## src/rtl/id_ex_stage.sv

```systemverilog
// rtl/id_ex_stage.sv - decode stage: register file with bypass, operand forwarding, immediate extension and ID/EX register
module id_ex_stage #(
   parameter int WIDTH    = 32,
   parameter int REGS     = 32,
   parameter int IMM_W    = 16,
   parameter int CTRL_W   = 10,
   parameter int ZERO_REG = 1,
   localparam int AW      = $clog2(REGS)
) (
   input  logic              CLK,
   input  logic              RST,
   input  logic              Id_Valid,
   input  logic [AW-1:0]     AddrRs,
   input  logic [AW-1:0]     AddrRt,
   input  logic [AW-1:0]     AddrRd,
   input  logic [IMM_W-1:0]  Imm,
   input  logic              ImmZext,
   input  logic [WIDTH-1:0]  PC,
   input  logic [CTRL_W-1:0] Ctrl,
   input  logic [1:0]        Fwd_Rs,
   input  logic [1:0]        Fwd_Rt,
   input  logic [WIDTH-1:0]  MemWbFwdData,
   input  logic [WIDTH-1:0]  ExMemFwdData,
   input  logic              Wb_RegWrite,
   input  logic [AW-1:0]     Wb_Addr,
   input  logic [WIDTH-1:0]  Wb_Data,
   input  logic              Hold,
   input  logic              Bubble,
   input  logic              Flush,
   output logic [WIDTH-1:0]  BranchTarget,
   output logic              IdEx_Valid,
   output logic [CTRL_W-1:0] IdEx_Ctrl,
   output logic [WIDTH-1:0]  IdEx_DataRs,
   output logic [WIDTH-1:0]  IdEx_DataRt,
   output logic [WIDTH-1:0]  IdEx_Imm,
   output logic [WIDTH-1:0]  IdEx_PC,
   output logic [AW-1:0]     IdEx_AddrRs,
   output logic [AW-1:0]     IdEx_AddrRt,
   output logic [AW-1:0]     IdEx_AddrRd
);

   logic [WIDTH-1:0]  rf_q [REGS];

   logic              wr_en;
   logic [WIDTH-1:0]  rd_rs, rd_rt;
   logic [WIDTH-1:0]  op_rs, op_rt;
   logic [WIDTH-1:0]  imm_sext, imm_ext;

   logic              valid_q, valid_d;
   logic [CTRL_W-1:0] ctrl_q, ctrl_d;
   logic [WIDTH-1:0]  rs_q, rs_d, rt_q, rt_d, imm_q, imm_d, pc_q, pc_d;
   logic [AW-1:0]     ars_q, ars_d, art_q, art_d, ard_q, ard_d;

   // Writes to the hardwired zero register are suppressed, including their bypass
   assign wr_en = Wb_RegWrite && !((ZERO_REG != 0) && (Wb_Addr == '0));

   // Register file array; reset clears every entry and drops a concurrent write
   always_ff @(posedge CLK) begin
      if (RST) begin
         for (int i = 0; i < REGS; i++) rf_q[i] <= '0;
      end else if (wr_en) begin
         rf_q[Wb_Addr] <= Wb_Data;
      end
   end

   // Combinational reads with zero register and write-through bypass
   always_comb begin
      rd_rs = rf_q[AddrRs];
      rd_rt = rf_q[AddrRt];
      if (wr_en && (Wb_Addr == AddrRs)) rd_rs = Wb_Data;
      if (wr_en && (Wb_Addr == AddrRt)) rd_rt = Wb_Data;
      if ((ZERO_REG != 0) && (AddrRs == '0)) rd_rs = '0;
      if ((ZERO_REG != 0) && (AddrRt == '0)) rd_rt = '0;
   end

   // External forwarding selects; code 11 falls back to the register file
   always_comb begin
      case (Fwd_Rs)
         2'b01:   op_rs = MemWbFwdData;
         2'b10:   op_rs = ExMemFwdData;
         default: op_rs = rd_rs;
      endcase
      case (Fwd_Rt)
         2'b01:   op_rt = MemWbFwdData;
         2'b10:   op_rt = ExMemFwdData;
         default: op_rt = rd_rt;
      endcase
   end

   // Immediate extension; branch target always uses the signed form
   assign imm_sext     = {{(WIDTH-IMM_W){Imm[IMM_W-1]}}, Imm};
   assign imm_ext      = ImmZext ? {{(WIDTH-IMM_W){1'b0}}, Imm} : imm_sext;
   assign BranchTarget = PC + (imm_sext << 2);

   // ID/EX next state: Flush beats Hold, Hold beats Bubble
   always_comb begin
      valid_d = valid_q;
      ctrl_d  = ctrl_q;
      rs_d    = rs_q;
      rt_d    = rt_q;
      imm_d   = imm_q;
      pc_d    = pc_q;
      ars_d   = ars_q;
      art_d   = art_q;
      ard_d   = ard_q;
      if (Flush || !Hold) begin
         rs_d  = op_rs;
         rt_d  = op_rt;
         imm_d = imm_ext;
         pc_d  = PC;
         ars_d = AddrRs;
         art_d = AddrRt;
         ard_d = AddrRd;
         if (Flush || Bubble) begin
            valid_d = 1'b0;
            ctrl_d  = '0;
         end else begin
            valid_d = Id_Valid;
            ctrl_d  = Id_Valid ? Ctrl : '0;
         end
      end
   end

   // ID/EX pipeline register
   always_ff @(posedge CLK) begin
      if (RST) begin
         valid_q <= 1'b0;
         ctrl_q  <= '0;
         rs_q    <= '0;
         rt_q    <= '0;
         imm_q   <= '0;
         pc_q    <= '0;
         ars_q   <= '0;
         art_q   <= '0;
         ard_q   <= '0;
      end else begin
         valid_q <= valid_d;
         ctrl_q  <= ctrl_d;
         rs_q    <= rs_d;
         rt_q    <= rt_d;
         imm_q   <= imm_d;
         pc_q    <= pc_d;
         ars_q   <= ars_d;
         art_q   <= art_d;
         ard_q   <= ard_d;
      end
   end

   assign IdEx_Valid  = valid_q;
   assign IdEx_Ctrl   = ctrl_q;
   assign IdEx_DataRs = rs_q;
   assign IdEx_DataRt = rt_q;
   assign IdEx_Imm    = imm_q;
   assign IdEx_PC     = pc_q;
   assign IdEx_AddrRs = ars_q;
   assign IdEx_AddrRt = art_q;
   assign IdEx_AddrRd = ard_q;

endmodule

```

## config.mk

```make
export PLATFORM = sky130hd
export DESIGN_NAME = id_ex_stage
export DESIGN_NICKNAME = d
export VERILOG_FILES = /design/src/rtl/id_ex_stage.sv
export SDC_FILE = /design/constraint.sdc
export NUM_CORES = 2
export LEC_CHECK = 0
export BUFFER_PORTS_ARGS = -buffer_cell sky130_fd_sc_hd__clkbuf_2
export CAP_MARGIN = 20
export CORE_MARGIN = 1.5
export CORE_UTILIZATION = 45
export DETAILED_ROUTE_END_ITERATION = 10
export GPL_TIMING_DRIVEN = 0
export PLACE_DENSITY = 0.68
export SYNTH_ARGS = -nofsm -noshare
export SYNTH_HDL_FRONTEND = slang
export SYNTH_SLANG_ARGS = --single-unit
```

## constraint.sdc

```tcl
create_clock -name CLK -period 5.6 [get_ports CLK]
set_input_delay 0.28 -clock CLK [delete_from_list [all_inputs] [get_ports CLK]]
set_output_delay 0.28 -clock CLK [all_outputs]
set_load 0.01 [all_outputs]
```

; ---- Yosys cells after proc, flatten, opt, wreduce, memory -nomap -nowiden
; Memories as Yosys holds them, arrays and structs flattened.
; Index checks and enable logic that the tools add are counted.
[classes]
mux = 18
n_addsub = 1
n_eq_ne = 6
n_reduce_logical = 11
[ops]
columns = op, n
row1 = $mux 32, 6
row2 = $pmux 32 s2, 2
row3 = $add 32x32->32, 1
row4 = $reduce_or 32->1, 1
row5 = $mux 10, 2
row6 = $logic_not 5->1, 3
row7 = $eq 5x5->1, 2
row8 = $mux 1, 7
row9 = $mux 5, 1
row10 = $eq 2x1->1 const B, 2
row11 = $eq 2x2->1 const B, 2
row12 = $logic_and 1x1->1, 3
row13 = $logic_not 1->1, 2
row14 = $logic_or 1x1->1, 2
[word_totals]
out_inout_bits = 186
input_bits = 186
mem_count = 1
register_bits = 154
elab_cells = 46
mem_bits_rw = 1024
[memory_table]
columns = name, words, word_bits, rd, rd_ports_with_merged_regs, write_ports, line
row1 = rf_q, 32, 32, 2, 0, 32, 42  ; logic [WIDTH-1:0] rf_q [REGS];

; ---- Depth between registers and ports, before layout
[depth]
word_depth = 8
mapped_depth = 11
mapped_depth_nobuf = 10

; ---- Least setup slack after synthesis
; Ideal clock, no wire load.
[synth_timing]
path_type = in2out
startpoint = input port Imm[0]
endpoint = output port BranchTarget[30]
path_stages = 10
n_path_buf = 0
t_arrival_ns = 2.403
slack_ns = 2.917
t_required_ns = 5.320
path_cell_list = ha_1 inv_1 fa_1 nand2b_1 a21oi_1 o21ai_1 a211o_1 nor3b_1 o41ai_1 xor2_1
[synth_via]
elab_chain_len = 1
[synth_rtl]
columns = item, line
row1 = from (decl), 16  ; input logic [IMM_W-1:0] Imm,
row2 = $add 32x32->32, 93  ; assign BranchTarget = PC + (imm_sext << 2);
row3 = to (decl), 30  ; output logic [WIDTH-1:0] BranchTarget,
; No other way between the ends.

; ---- Final worst setup path
[layout_timing]
startpoint = input port AddrRs[1]
endpoint = register rs_q[29], in the netlist IdEx_DataRs[29]
[layout_via]
elab_chain_len = 5
[layout_rtl]
columns = item, line
row1 = from (decl), 13  ; input logic [AW-1:0] AddrRs,
row2 = "parallel branches: the longest is 3 deep, another holds $mem_v2 32x32", --
row3 = $mux 32 (*), 72  ; if ((ZERO_REG != 0) && (AddrRs == '0)) rd_rs = '0;
row4 = $pmux 32 s2 (*), 78  ; case (Fwd_Rs)
row5 = to (signal assigned), 139  ; rs_q <= rs_d;
row6 = to (decl), 51  ; logic [WIDTH-1:0] rs_q, rs_d, rt_q, rt_d, imm_q, imm_d, pc_q, pc_d;
; Every way passes the cells marked *.
; A chain may end at the register's enable or synchronous reset.

==> reports/qor.csv <==
metric,value,unit
fmax,219,MHz
grt_usage,0.390,
tightest_slew,1.30,ns
clockRootBuffer,clkbuf_16,
ir_drop,0.248,mV
critPathTopFamily,compound AO/OA/AOI/OAI gates,
grt_setup_unrepaired,false,
antenna_found_initial,18,
syn_area,63500,um2
area_growth,16.5,%
slowest_stage,a22oi_1,
cts_tree,built,
crit_fanout,10,
critPathMaxStageDelay,0.98,ns
place.gp.congestion,1.03,
viasPerCell,6.65,
grt_max_degree,33,
hold_viol,0,
leakage,27.3,nW
use_met2,0.555,
io_buffers,362,
dp.final_hpwl,212000,um
fill_cells,12000,
drcViolationCount,0,
min_period,4.56,ns
via_count,51700,
dr.pass1.iters,8,
outcome,"complete, no violations",
path_buf_inv,4,
clk_latency,0.81,ns
die_h,379,um
cts_resized,0,
drt_wl_total,285000,um
ys_warn_count,0,
setup_viol,0,
fin_crit_sh,0.814,
wire_per_inst,36.6,um
overflow,0,
mostFrequentLayoutCells,"edfxtp_1 (1024), and2_1 (995), clkbuf_1 (420)",
grt_pass1_wl,380000,um
synth_ff_type,edfxtp_1,
async_flop_share,0,
power_density,307,nW/um2
yosysUniqueCellTypes,62,
cts_buffers,133,
criticalPathCategory,input port to register,
rows,137,
cts.htree.levels,4,
coreArea,140000,um2
syn-instance-count,5090,
final_max_slew_viol_count,0,
busiest_layer,met2,
max_cap_violations,0,
holdCritPathClass,input port to register,
nets,5987,
synth_edf_count,1024,
cp.arrival,5.18,ns
r2r_slack,2.55,ns
required,6.23,ns
clk_path_buf_depth,3,
layout_commonest_cell,edfxtp_1,
drive_above_1_share,0.193,
ant_nets,0,
path_cells,clkbuf_2 > buf_2 > nor2_1 > clkbuf_1 > clkbuf_1 > a21oi_1 > a22oi_1 > o21ai_0 > a22oi_1 > a211oi_1,
slew_headroom,0.125,
syn_area_per_cell,12.5,um2
grt_util_met1,0.471,
die_area,143000,um2
ys_seq_elements,1163,
fin_skew,0.0504,ns
tns,0,ns
initial_core_util,0.455,
die_w,379,um
cts_sinks,1163,
final_util,0.529,
grt_pass1_vias,48600,
ys_seq_area_frac,0.528,
path_clk_slew,0.06,ns
drtIter0Drc,8089,
crit_path_start_kind,input port,
use_met3,0.160,
boundaryPins,372,
end_kind,register,
==> metal layers <==
| metal | vias up | wire [um] |
|---|---|---|
| met2 | 4507 | 119000 |
| met1 | 25600 | 98300 |
| li1 | 20500 | - |
| met5 | - | 51 |
| met4 | 8 | 24200 |
| met3 | 1024 | 43200 |
==> layout make-up <==
cell class                      count  area, um2  area share
Clock inverter                     56        477     0.00645
Tap cell                         1876       2350      0.0317
Timing Repair Buffer              511       3620      0.0489
Sequential cell                  1163      33500       0.453
Buffer                            516       2270      0.0306
Multi-Input combinational cell   3427      27800       0.376
Antenna cell                       22       55.1    0.000744
Clock buffer                      187       3830      0.0518
Inverter                           15       56.3    0.000761
==> timing repair <==
action,in CTS,in global routing
hold buffers,93,0
endpoints found under the hold margin,128,0
setup endpoints to repair,0,0
setup buffers,0,0
==> cells by family (layout without fill, tap and decap cells) <==
group	count (synthesis)	in the layout	synth area share
XOR/XNOR	33	33	0.00455
flip-flops	1163	1163	0.528
adder cells (fa/ha/maj)	34	34	0.00682
other	1	54	0.0000590
AND/OR/NAND/NOR	1464	1464	0.133
buffers and inverters	531	1285	0.0365
AO/OA/AOI/OAI	1092	1092	0.115
multiplexers	772	772	0.177
==> report_power, final <==
group | internal [W] | total (W) | switching (W) | leakage, nW
sequential | 0.00993 | 0.0102 | 0.000277 | 10.9
combinational | 0.00124 | 0.00367 | 0.00243 | 14.3
clock | 0.00506 | 0.00884 | 0.00378 | 2.12
total | 0.0162 | 0.0227 | 0.00649 | 27.3
==> state kept, by name (all words and copies together) (netlist names) <==
signal and flops:
IdEx_DataRt 32, IdEx_AddrRs 5, IdEx_Valid 1, IdEx_Ctrl 10, IdEx_AddrRt 5, rf_q 1024
IdEx_Imm 17, IdEx_DataRs 32, IdEx_PC 32, IdEx_AddrRd 5
==> cell usage after synthesis, types with 9 or more instances <==
master	instances	area share
a2111oi_2	29	0.0069
a211oi_1	35	0.0041
a21o_1	12	0.0014
a21oi_1	273	0.022
a21oi_2	30	0.0041
a221oi_1	126	0.017
a22oi_1	230	0.027
and2_1	995	0.098
buf_2	68	0.0054
buf_4	50	0.0059
clkbuf_1	389	0.023
dfxtp_1	139	0.044
edfxtp_1	1024	0.48
ha_1	33	0.0065
inv_1	15	0.00089
mux2_1	124	0.022
mux2i_1	378	0.060
mux4_2	268	0.095
nand2_1	144	0.0085
nand2b_1	9	0.00089
nand3_1	15	0.0012
nor2_1	198	0.012
nor3_1	10	0.00079
nor3_2	29	0.0046
o21ai_0	149	0.012
o21ai_1	118	0.0093
o21bai_1	63	0.0074
or2_2	25	0.0025
xnor2_1	19	0.0026
xor2_1	14	0.0019
==> worst paths after layout <==
| kind | startpoint | end | cells after the start |
|---|---|---|---|
| worst max-delay path | AddrRs[1] | IdEx_DataRs[29] | 10 |
| worst min-delay path | Wb_Data[10] | rf_q[1][10] | 2 |
| worst max register to register | rf_q[9][5] | IdEx_DataRs[5] | 6 |
| worst min register to register | IdEx_AddrRd[3] | IdEx_AddrRd[3] | 2 |
==> metrics by stage <==
stage	instance area (um2)	setup slack (ns)	power, W	instances	hold slack (ns)
2_1_floorplan	63600	2.92	0.0121	5121	0.420
3_3_place_gp	67800	0.340	0.0137	7359	0.438
3_5_place_dp	68400	0.225	0.0138	7396	0.445
4_1_cts	73700	1.03	0.0224	7732	0.000599
5_1_grt	73900	1.37	0.0230	7751	0.0311
6_report	74000	1.04	0.0227	7773	0.0430
(Power assumes the default switching activity.)
